`config.mk`:
```
export PLATFORM = sky130hd
export DESIGN_NAME = uart_rx_flat
export DESIGN_NICKNAME = d
export VERILOG_FILES = /design/src/rtl/uart_rx_if.sv /design/src/rtl/uart_rx.sv /design/src/flat_wrapper.sv
export SDC_FILE = /design/constraint.sdc
export NUM_CORES = 1
export LEC_CHECK = 0
export ABC_CLOCK_PERIOD_IN_PS = 2100
export CELL_PAD_IN_SITES_DETAIL_PLACEMENT = 1
export CELL_PAD_IN_SITES_GLOBAL_PLACEMENT = 1
export CORE_ASPECT_RATIO = 0.7
export CORE_MARGIN = 3
export CORE_UTILIZATION = 42
export DETAILED_ROUTE_END_ITERATION = 10
export GPL_TIMING_DRIVEN = 0
export PLACE_DENSITY = 0.79
export SLEW_MARGIN = 20
export SYNTH_ARGS = -nofsm -noshare
export SYNTH_HDL_FRONTEND = slang
export SYNTH_SLANG_ARGS = --single-unit
```
`constraint.sdc`:
```
create_clock -name clk -period 2.1 [get_ports clk]
set_input_delay 0.21 -clock clk [delete_from_list [all_inputs] [get_ports clk]]
set_output_delay 0.21 -clock clk [all_outputs]
set_load 0.05 [all_outputs]
```
`src/rtl/uart_rx_if.sv`:
```
// Consumer-side handshake bundle of uart_rx: received byte, level-held ready, status pulses.
// The parity_error signal exists only when UART_RX_PARITY_EN is defined.
interface uart_rx_if;
  logic [7:0] rx_data;
  logic       data_ready;
  logic       rx_busy;
  logic       frame_error;
  logic       overrun_error;
`ifdef UART_RX_PARITY_EN
  logic       parity_error;
`endif
  logic       read_data;

  modport master (
    output rx_data, data_ready, rx_busy, frame_error, overrun_error,
`ifdef UART_RX_PARITY_EN
    output parity_error,
`endif
    input  read_data
  );

  modport slave (
    input  rx_data, data_ready, rx_busy, frame_error, overrun_error,
`ifdef UART_RX_PARITY_EN
    input  parity_error,
`endif
    output read_data
  );
endinterface

```
`src/rtl/uart_rx.sv`:
```
// 8N1 UART receiver with level-held data_ready handshake and false-start/framing/overrun flags.
// Define UART_RX_PARITY_EN to add a parity bit (sense set by PARITY_ODD) and parity_error.
module uart_rx #(
  parameter int CLKS_PER_BIT = 16,
  parameter bit PARITY_ODD   = 1'b0
) (
  input  logic      clk,
  input  logic      reset,
  input  logic      rx_in,
  uart_rx_if.master bus
);

  localparam int CW   = $clog2(CLKS_PER_BIT);
  localparam int HALF = CLKS_PER_BIT / 2;

  typedef enum logic [2:0] {
    WAIT_IDLE,
    IDLE,
    START,
    DATA,
`ifdef UART_RX_PARITY_EN
    PARITY,
`endif
    STOP,
    ACCEPT
  } state_t;

  state_t      state;
  logic [1:0]  sync_q;
  logic [1:0]  primed_q;
  logic        rx_s;
  logic [CW-1:0] bit_cnt;
  logic [2:0]  idx;
  logic [7:0]  shift_reg;
  logic        stop_ok;
  logic [7:0]  rx_data_q;
  logic        data_ready_q;
  logic        busy_q;
  logic        frame_error_q;
  logic        overrun_q;
`ifdef UART_RX_PARITY_EN
  logic        par_bad;
  logic        parity_error_q;
`else
  logic        unused_parity_sense;
  assign unused_parity_sense = PARITY_ODD;
`endif

  assign rx_s = sync_q[1];

  // NOTE: every register here is state, so each is updated with <= inside one clocked block;
  // blocking assignments would make later reads in the same block see next-cycle values.
  always_ff @(posedge clk) begin
    if (reset) begin
      sync_q        <= 2'b11;
      primed_q      <= 2'b00;
      state         <= WAIT_IDLE;
      bit_cnt       <= '0;
      idx           <= '0;
      shift_reg     <= '0;
      stop_ok       <= 1'b0;
      rx_data_q     <= '0;
      data_ready_q  <= 1'b0;
      busy_q        <= 1'b0;
      frame_error_q <= 1'b0;
      overrun_q     <= 1'b0;
`ifdef UART_RX_PARITY_EN
      par_bad        <= 1'b0;
      parity_error_q <= 1'b0;
`endif
    end else begin
      sync_q        <= {sync_q[0], rx_in};
      primed_q      <= {primed_q[0], 1'b1};
      bit_cnt       <= bit_cnt + CW'(1);
      frame_error_q <= 1'b0;
      overrun_q     <= 1'b0;
`ifdef UART_RX_PARITY_EN
      parity_error_q <= 1'b0;
`endif
      if (bus.read_data) data_ready_q <= 1'b0;

      case (state)
        // The synchronizer resets high, so trust rx_s only once real line samples have filled it;
        // otherwise a line held low through reset would look idle for two cycles.
        WAIT_IDLE: if (rx_s && primed_q[1]) state <= IDLE;
        IDLE: if (!rx_s) begin
          state   <= START;
          bit_cnt <= '0;
          busy_q  <= 1'b1;
        end
        START: if (bit_cnt == CW'(HALF - 1)) begin
          if (rx_s) begin
            state  <= IDLE;
            busy_q <= 1'b0;
          end else begin
            state   <= DATA;
            bit_cnt <= '0;
            idx     <= '0;
          end
        end
        DATA: if (bit_cnt == CW'(CLKS_PER_BIT - 1)) begin
          bit_cnt        <= '0;
          shift_reg[idx] <= rx_s;
          idx            <= idx + 3'd1;
          if (idx == 3'd7) begin
`ifdef UART_RX_PARITY_EN
            state <= PARITY;
`else
            state <= STOP;
`endif
          end
        end
`ifdef UART_RX_PARITY_EN
        PARITY: if (bit_cnt == CW'(CLKS_PER_BIT - 1)) begin
          bit_cnt <= '0;
          par_bad <= ((^shift_reg) ^ rx_s) != PARITY_ODD;
          state   <= STOP;
        end
`endif
        STOP: if (bit_cnt == CW'(CLKS_PER_BIT - 1)) begin
          stop_ok <= rx_s;
          state   <= ACCEPT;
        end
        ACCEPT: begin
          // Exactly one outcome per frame: parity beats framing beats overrun.
          busy_q <= 1'b0;
          state  <= stop_ok ? IDLE : WAIT_IDLE;
`ifdef UART_RX_PARITY_EN
          if (par_bad) parity_error_q <= 1'b1;
          else
`endif
          if (!stop_ok) frame_error_q <= 1'b1;
          else if (!data_ready_q || bus.read_data) begin
            rx_data_q    <= shift_reg;
            data_ready_q <= 1'b1;
          end else begin
            overrun_q <= 1'b1;
          end
        end
        default: state <= WAIT_IDLE;
      endcase
    end
  end

  assign bus.rx_data       = rx_data_q;
  assign bus.data_ready    = data_ready_q;
  assign bus.rx_busy       = busy_q;
  assign bus.frame_error   = frame_error_q;
  assign bus.overrun_error = overrun_q;
`ifdef UART_RX_PARITY_EN
  assign bus.parity_error  = parity_error_q;
`endif

endmodule

```
`src/flat_wrapper.sv`:
```
// flat-port wrapper written by rule: the top's interface ports become plain ports
module uart_rx_flat 
#(
  parameter int CLKS_PER_BIT = 16,
  parameter bit PARITY_ODD   = 1'b0
)
  (clk, reset, rx_in, bus_rx_data, bus_data_ready, bus_rx_busy, bus_frame_error, bus_overrun_error, bus_read_data);
  uart_rx_if bus_i ();
  input  logic clk;
  input  logic reset;
  input  logic rx_in;
  output wire logic [$bits(bus_i.rx_data)-1:0] bus_rx_data;
  output wire logic [$bits(bus_i.data_ready)-1:0] bus_data_ready;
  output wire logic [$bits(bus_i.rx_busy)-1:0] bus_rx_busy;
  output wire logic [$bits(bus_i.frame_error)-1:0] bus_frame_error;
  output wire logic [$bits(bus_i.overrun_error)-1:0] bus_overrun_error;
  input wire logic [$bits(bus_i.read_data)-1:0] bus_read_data;
  assign bus_rx_data = bus_i.rx_data;
  assign bus_data_ready = bus_i.data_ready;
  assign bus_rx_busy = bus_i.rx_busy;
  assign bus_frame_error = bus_i.frame_error;
  assign bus_overrun_error = bus_i.overrun_error;
  assign bus_i.read_data = bus_read_data;
  uart_rx #(.CLKS_PER_BIT(CLKS_PER_BIT), .PARITY_ODD(PARITY_ODD)) u_core (.clk(clk), .reset(reset), .rx_in(rx_in), .bus(bus_i));
endmodule
```
### Yosys cells after proc, flatten, opt, wreduce, memory -nomap -nowiden

Cells that the tools add are included.
W data, S select, Z words.

| storage, ports and cells | value |
|---|---|
| register bits | 35 |
| input bits | 4 |
| output and inout bits | 12 |

| operators by class | value |
|---|---|
| add/subtract/negate cells | 2 |
| order comparisons | 2 |
| eq/ne operators | 16 |
| muxes and demuxes | 31 |
| bitwise gates (word level) | 2 |
| reduce and logical (&&, ||, !) cells | 15 |

Operators by type and width:

| cell | count |
|---|---|
| $mux W3 | 9 |
| $pmux W3 S6 | 1 |
| $mux W1 | 12 |
| $mux W4 | 3 |
| $ne A2 B1 Y1 const B | 6 |
| $pmux W4 S3 | 1 |
| $eq A3 B3 Y1 const B | 3 |
| $bwmux W8 | 1 |
| $reduce_and A4 Y1 | 2 |
| $eq A3 B2 Y1 const B | 2 |
| $pmux W3 S2 | 1 |
| $reduce_and A6 Y1 | 1 |
| $add A4 B1 Y4 const B | 1 |
| $eq A4 B3 Y1 const B | 1 |
| $eq A4 B4 Y1 const B | 1 |
| $lt A3 B4 Y1 const B | 1 |
| $ne A2 B2 Y1 const B | 2 |
| $reduce_and A2 Y1 | 2 |
| $add A3 B1 Y3 const B | 1 |
| $demux W1 S3 | 1 |
| $eq A3 B1 Y1 const B | 1 |
| $ge A3 B1 Y1 const B | 1 |
| $logic_not A3 Y1 | 1 |
| $pmux W1 S3 | 1 |
| 10 further kinds | 12 |

### Logic depth before layout (Yosys ltp)

Gate-level depths: netlist (run 1).

| logic depth | value |
|---|---|
| word-level depth | 5 |
| gate-level depth with buffers | 6 |
| mapped depth without buffers | 6 |

### Worst setup path before layout (run 1)

No wires, ideal clock.

| timing | value |
|---|---|
| kind | reg-to-reg |
| from | register u_core.bit_cnt[0] |
| to | register u_core.shift_reg[2] |
| library setup time | 0.128 ns |
| data arrival time | 1.303 ns |
| slack | 0.669 ns |
| stages on the path, launching flop included | 6 |
| path buffers | 0 |
| period minus slack after synthesis | 1.431 ns |
| cells stage by stage | dfxtp_1 ha_1 nand3_1 nor4_1 mux2i_1 nor2_1 |

| between the ends | value |
|---|---|
| cells in the longest elaborated chain, start to end | 2 |

Ends and longest elaborated chain:

| what | line | source |
|---|---|---|
| start: declaration | uart_rx.sv:32 | `logic [CW-1:0] bit_cnt;` |
| start signal: assignment | uart_rx.sv:74 | `bit_cnt <= bit_cnt + CW'(1);` |
| $eq A4 B4 Y1 | uart_rx.sv:101 | `DATA: if (bit_cnt == CW'(CLKS_PER_BIT - 1)) begin` |
| $reduce_and A2 Y1 (no source line) | - |  |
| end signal: indexed assignment | uart_rx.sv:103 | `shift_reg[idx] <= rx_s;` |
| end: declaration | uart_rx.sv:34 | `logic [7:0] shift_reg;` |

No other way between the ends.
A chain may end at the register's enable or synchronous reset.

### Worst setup path in the final report (run 1)

| timing | value |
|---|---|
| from | register u_core.bit_cnt[0] |
| to | register u_core.shift_reg[6] |

The elaborated chain is that of the path after synthesis.

==> results.yml, run 1 <==
global_routing:
  grt_pass1_vias: 1108
  grt_pass1_wl_um: 5700
  gr-total-overflow: 0
  grt_max_degree: 12
  grt_usage_pct: 17.3
  antenna_found_initial: 0
die:
  fp-row-count: 17
  start_util_pct: 45.6
  core_mm2: 0.00328
  die_w_um: 77.3
  dieHeight_um: 55.9
  dieArea_mm2: 0.00432
  ios: 16
timing:
  worstMarginPinSlew_ps: 519
  finalSetupViolCount: 0
  post-route-period-util_pct: 81.4
  slew_headroom_pct: 65.4
  rsz0062_at_grt: "false"
  finalMaxSlewViolations: 0
  fin_skew_ps: 4.58
  timing.fmax_mhz: 585
  fin_setup_tns_ps: 0
  fin_crit_ps: 1710
  hold_viol: 0
synth:
  seq_area_frac_synth_pct: 46.9
  synth_area_leaders: "dfxtp_1 (47%), mux2i_1 (12%), nor2_1 (5.5%)"
  synth.top_cells.by_count: "dfxtp_1 (35), nor2_1 (22), mux2i_1 (18)"
  async_flop_share_pct: 0
  syn_area_mm2: 0.00149
  netlist.area_leader.share_pct: 46.9
  ys_types: 34
  synth_edf_count: 0
  synth_warnings: 0
  synthFlopType: "dfxtp_1"
  syn_inst: 160
  synth.most_common_cell: "dfxtp_1"
  synth_top_area_cell: "dfxtp_1"
  synth_fp_nets: 167
  synth_seq_cells: 35
  avgSynthCellArea_um2: 9.33
power_and_ir_drop:
  powerDensity_mw_per_mm2: 765
  leakagePower_nw: 0.649
  totalPowerFinal_w: 0.00139
  ir_drop_uv: 799
clocking:
  clk_path_buf_depth: 2
  root_buffer: "clkbuf_8"
  cts_hold_buf: 0
  ctsHtreeMaxLevel: 2
  cts_sinks: 35
  clock_latency_ps: 290
  cts_tree: "yes"
  clkTransAtPathRegs_ps: 70
  cts_buffers: 5
  cts_resized: 0
  postCtsSetupBuffers: 0
worst_setup_path:
  r2r_end: "u_core.shift_reg[6]"
  crit_family: "simple AND/OR/NAND/NOR gates"
  slowest_delay_ps: 380
  path_cells: "ha_1 -> nand3_1 -> nor4_1 -> mux2i_1 -> nor2_1"
  crit_type: "flop to flop"
  crit_fanout: 6
  ff2ff_setup_slack_ps: 390
  cpMaxStageDelayCell: "nor4_1"
  r2r-start: "u_core.bit_cnt[0]"
  rr_worst_depth: 5
  critPathLaunchType: "flop"
  worst-path-buf-inv: 0
  cp.required_ps: 2260
  crit_path_end_kind: "flop"
  worstPathArrival_ps: 1870
final_layout:
  syn_to_final_growth_pct: 21.9
  drive_gt1_share_pct: 9.84
  design_area_mm2: 0.00182
  diodes: 0
  finalNetCount: 189
route:
  drt-total-wl_um: 3510
  via_count: 1214
  drc: 0
  drt-initial-drc-count: 95
  wl_per_cell_um: 15.3
  via_per_inst: 5.28
  antenna_left: 0
  first_pass_iters: 5
min_path:
  hold_end: "u_core.sync_q[1]"
  worstHoldStart: "u_core.sync_q[0]"
  whs_path_depth: 1
  hold_path.class: "flop to flop"
placed_design:
  place.gp.congestion: 0.890
  placed_area_mm2: 0.00170
  portBuffers: 15
  hpwl_um: 2520
job:
  cap_violations: 0
run_status:
  status: "finished clean"
[worst max path at each step]
stage | startpoint | to | slack (ps) | cells after the start
after detailed placement | reset | u_core.bus.rx_data[2] | 220 | 4
after global placement | reset | u_core.shift_reg[6] | 290 | 4
after global routing | u_core.bit_cnt[0] | u_core.shift_reg[6] | 200 | 5
final | u_core.bit_cnt[0] | u_core.shift_reg[6] | 390 | 5
after CTS | u_core.bit_cnt[0] | u_core.shift_reg[6] | 350 | 5
after floorplan | u_core.bit_cnt[0] | u_core.shift_reg[2] | 670 | 5
[cells by family after synthesis]
kind of cell,after synthesis,synth area share (%)
AOI/OAI and AO/OA,18,7.80
xor gates and xnor gates,3,1.76
adders and majority gates,3,2.51
buffers and inverters,12,3.69
DFF,35,46.9
muxes,18,12.1
and+or+nand+nor,71,25.2
[worst reg2reg max path: stages, from the launching register on]
cell and delay, ps:
dfxtp_1 370, ha_1 310, nand3_1 220, nor4_1 380
mux2i_1 250, nor2_1 60
[layout by cell type, fill, tap and decap left out, types with 2 or more instances in the layout]
master	Yosys	final
clkbuf_1	4	4
ha_1	3	3
a21oi_1	4	4
nor2_1	22	22
o41ai_1	2	2
o21ai_1	4	4
inv_1	2	2
dfxtp_1	35	35
clkbuf_8	0	6
nand3_1	5	5
nor4_1	5	5
nand2b_1	6	6
nor2b_1	3	3
nand2_1	11	11
or2_2	2	2
clkdlybuf4s50_1	0	15
xnor2_1	3	3
buf_2	5	5
nand4_1	2	2
mux2i_1	18	18
and2_1	2	2
nor3_1	8	8
[per-layer routing]
layer  global-route usage (%)  vias to the layer above  wire (um)
li1                         -                      607          -
met1                     24.2                      572       1730
met2                     25.0                       29       1540
met3                     4.85                        6        189
met4                     6.85                        0         55
met5                        0                        -          0
[per-stage QoR]
step                hold WS [ps]  std cells  util, %  setup slack (ps)
floorplan                    314        160        -               669
global placement             391        222     51.9               291
detailed placement           399        222     51.9               221
CTS                          415        230     55.5               353
global route                 427        230     55.5               199
finish                       412        230     55.5               391
[layout make-up]
| cell class | instances | area [um^2] |
|---|---|---|
| fill | 400 | 1460 |
| multi-input combinational | 113 | 737 |
| sequential | 35 | 701 |
| timing repair buffer | 15 | 150 |
| clock buffer | 6 | 82.6 |
| tap | 47 | 58.8 |
| buffer | 10 | 47.5 |
| clock inverter | 2 | 35.0 |
| inverter | 2 | 7.51 |
[power breakdown]
group	switching [W]	internal (W)	leakage, nW
clock	0.000243	0.000384	0.0612
sequential	0.0000108	0.000676	0.284
combinational	0.0000487	0.0000298	0.304
No activity file was read; power rests on OpenSTA's default activity.
==> run 2: changes to the inputs <==
--- a/config.mk
+++ b/config.mk
@@ -5,15 +5,15 @@
 export SDC_FILE = /design/constraint.sdc
 export NUM_CORES = 1
 export LEC_CHECK = 0
-export ABC_CLOCK_PERIOD_IN_PS = 2100
+export ABC_CLOCK_PERIOD_IN_PS = 1450
 export CELL_PAD_IN_SITES_DETAIL_PLACEMENT = 1
 export CELL_PAD_IN_SITES_GLOBAL_PLACEMENT = 1
 export CORE_ASPECT_RATIO = 0.7
 export CORE_MARGIN = 3
-export CORE_UTILIZATION = 42
+export CORE_UTILIZATION = 38
 export DETAILED_ROUTE_END_ITERATION = 10
 export GPL_TIMING_DRIVEN = 0
-export PLACE_DENSITY = 0.79
+export PLACE_DENSITY = 0.76
 export SLEW_MARGIN = 20
 export SYNTH_ARGS = -nofsm -noshare
 export SYNTH_HDL_FRONTEND = slang
==> constraint.sdc (replaced) <==
create_clock -name clk -period 1.45 [get_ports clk]
set_input_delay 0.145 -clock clk [delete_from_list [all_inputs] [get_ports clk]]
set_output_delay 0.145 -clock clk [all_outputs]
set_load 0.05 [all_outputs]
==> run 2 against run 1 <==
  * The flow now finishes with violations (negative setup slack)
  * Fmax increased by 17%
  * Non-clock buffer count grew 8
  * Worst setup slack worse by 400 ps
  * Sequential share of layout area fell by 3.4 points
  * Final cell count up 5.2%
  * Register-to-register slack worse by 400 ps
  * Largest power group unchanged
  * Via count rose by 13%
  * Highest routed layer unchanged
  * Clock skew grew 6.0 ps
==> results.yml, run 2 (synthesis results as in run 1) <==
die:
  fp-row-count: 18
  core_mm2: 0.00365
  ios: 16
  dieHeight_um: 58.4
  die_w_um: 80.9
  start_util_pct: 40.9
  dieArea_mm2: 0.00473
timing:
  hold_viol: 0
  timing.fmax_mhz: 686
  fin_setup_tns_ps: -8.60
  slew_headroom_pct: 62.3
  fin_ws_ps: -7.81
  hold_slack_ps: 418
  fin_skew_ps: 10.6
  finalSetupViolCount: 2
  fin_crit_ps: 1460
  post-route-period-util_pct: 101
  finalMaxSlewViolations: 0
  rsz0062_at_grt: "true"
  worstMarginPinSlew_ps: 566
worst_setup_path:
  ff2ff_setup_slack_ps: -8
  slowest_delay_ps: 320
  r2r-start: "u_core.bit_cnt[3]"
  crit_path_end_kind: "flop"
  path_cells: "clkbuf_4 -> xnor2_2 -> a31o_2 -> a31oi_4 -> and2_1"
  cp-startpoint: "u_core.bit_cnt[3]"
  cp.required_ps: 1670
  cpMaxStageDelayCell: "dfxtp_1"
  worstPathArrival_ps: 1680
  rr_worst_depth: 5
  r2r_end: "u_core.bit_cnt[3]"
  critPathLaunchType: "flop"
  crit_path_end: "u_core.bit_cnt[3]"
  crit_type: "flop to flop"
  crit_fanout: 6
route:
  via_count: 1368
  drc: 0
  drt-total-wl_um: 4780
  antenna_left: 0
  first_pass_iters: 4
  wl_per_cell_um: 19.8
  drt-initial-drc-count: 75
  via_per_inst: 5.65
power_and_ir_drop:
  ir_drop_uv: 543
  clkPwrFrac_pct: 40.7
  combPwrFrac_pct: 7.5
  p_switching_w: 0.000463
  swShare_pct: 23.9
  totalPowerFinal_w: 0.00193
  powerDensity_mw_per_mm2: 945
  leakagePower_nw: 0.780
  intPower_w: 0.00147
  seqPwrFrac_pct: 51.8
final_layout:
  finalNetCount: 198
  syn_to_final_growth_pct: 36.9
  drive_gt1_share_pct: 27.1
  final_common_cell: "dfxtp_1"
  fin_util_pct: 56.0
  diodes: 0
  final_cell_mix: "dfxtp_1 (28), nor2_1 (21), mux2i_1 (18)"
global_routing:
  antenna_found_initial: 0
  gr-total-overflow: 0
  grt_pass1_wl_um: 6860
  grt_max_degree: 12
  grt_usage_pct: 19.4
  grt_pass1_vias: 1316
clocking:
  clk_path_buf_depth: 2
  clock_latency_ps: 290
  cts_tree: "yes"
  cts_buffers: 5
  root_buffer: "clkbuf_8"
  cts_hold_buf: 0
  ctsHtreeMaxLevel: 2
  cts_sinks: 35
  clkTransAtPathRegs_ps: 70
placed_design:
  hpwl_um: 2620
  place.gp.congestion: 0.911
  pre_cts_ws_ps: -349
  portBuffers: 15
run_status:
  violations: "negative setup slack"
  status: "finished with violations"
job:
  cap_violations: 0
min_path:
  hold_path.class: "flop to flop"
==> run 2: cell count changes in the layout (fill, tap and decap cells not counted), sizes merged <==
cell and change:
clkbuf +4, bufinv -1, clkdlybuf4s50 -12, nand3b +1, clkinv -1, dlygate4sd2 +12, buf +6
==> run 2: worst max-delay path: cells and delay by family, from the launching register on <==
family,cells,cell delay (ps)
compound gates,2,530
buf+inv,1,190
simple gates,1,190
flops,1,320
xor+xnor,1,160
==> run 2: worst min path at each step <==
stage                                start               end  slack, ps  cells after the start
after floorplan                      rx_in  u_core.sync_q[0]        250                      1
after global routing      u_core.sync_q[0]  u_core.sync_q[1]        420                      1
final                     u_core.sync_q[0]  u_core.sync_q[1]        420                      1
after CTS                            rx_in  u_core.sync_q[0]        420                      2
after detailed placement  u_core.sync_q[0]  u_core.sync_q[1]        400                      1
after global placement    u_core.sync_q[0]  u_core.sync_q[1]        400                      1
==> run 2: power groups by stage <==
| stage | Combinational, W | Sequential [W] | Clock [W] |
|---|---|---|---|
| after floorplan | 0.0000768 | 0.00101 | 0 |
| after global placement | 0.000104 | 0.00101 | 0 |
| after detailed placement | 0.000110 | 0.00101 | 0 |
| after CTS | 0.000117 | 0.000998 | 0.000795 |
| after global routing | 0.000160 | 0.00100 | 0.000840 |
| final | 0.000145 | 0.00100 | 0.000787 |
==> run 2: layer usage <==
layer	share of wire, %	global-route usage, %
met3	5.8	5.50
met2	47	30.2
met1	45	26.6
met5	0	0
met4	2.3	4.82
==> run 2: area by class of cell <==
class                      instances  area, um^2
sequential                        35         717
timing repair buffer              23         196
fill                             419        1610
clock buffer                       8         100
inverter                           2        7.51
tap                               50        62.6
multi-input combinational        114         886
buffer                            10        73.8
==> run 2: timing repair <==
item	CTS	global route
hold endpoints to repair	0	0
gates resized for setup	30	30
buffers inserted	1	6
gates cloned	1	1
pin swaps	2	9
setup endpoints to repair	33	26
==> run 2: through the flow <==
| step | std cells | area, um^2 |
|---|---|---|
| finish | 242 | 2040 |
| global route | 242 | 2040 |
| CTS | 235 | 1890 |
| detailed placement | 225 | 1710 |
| global placement | 225 | 1710 |
| floorplan | 160 | 1490 |
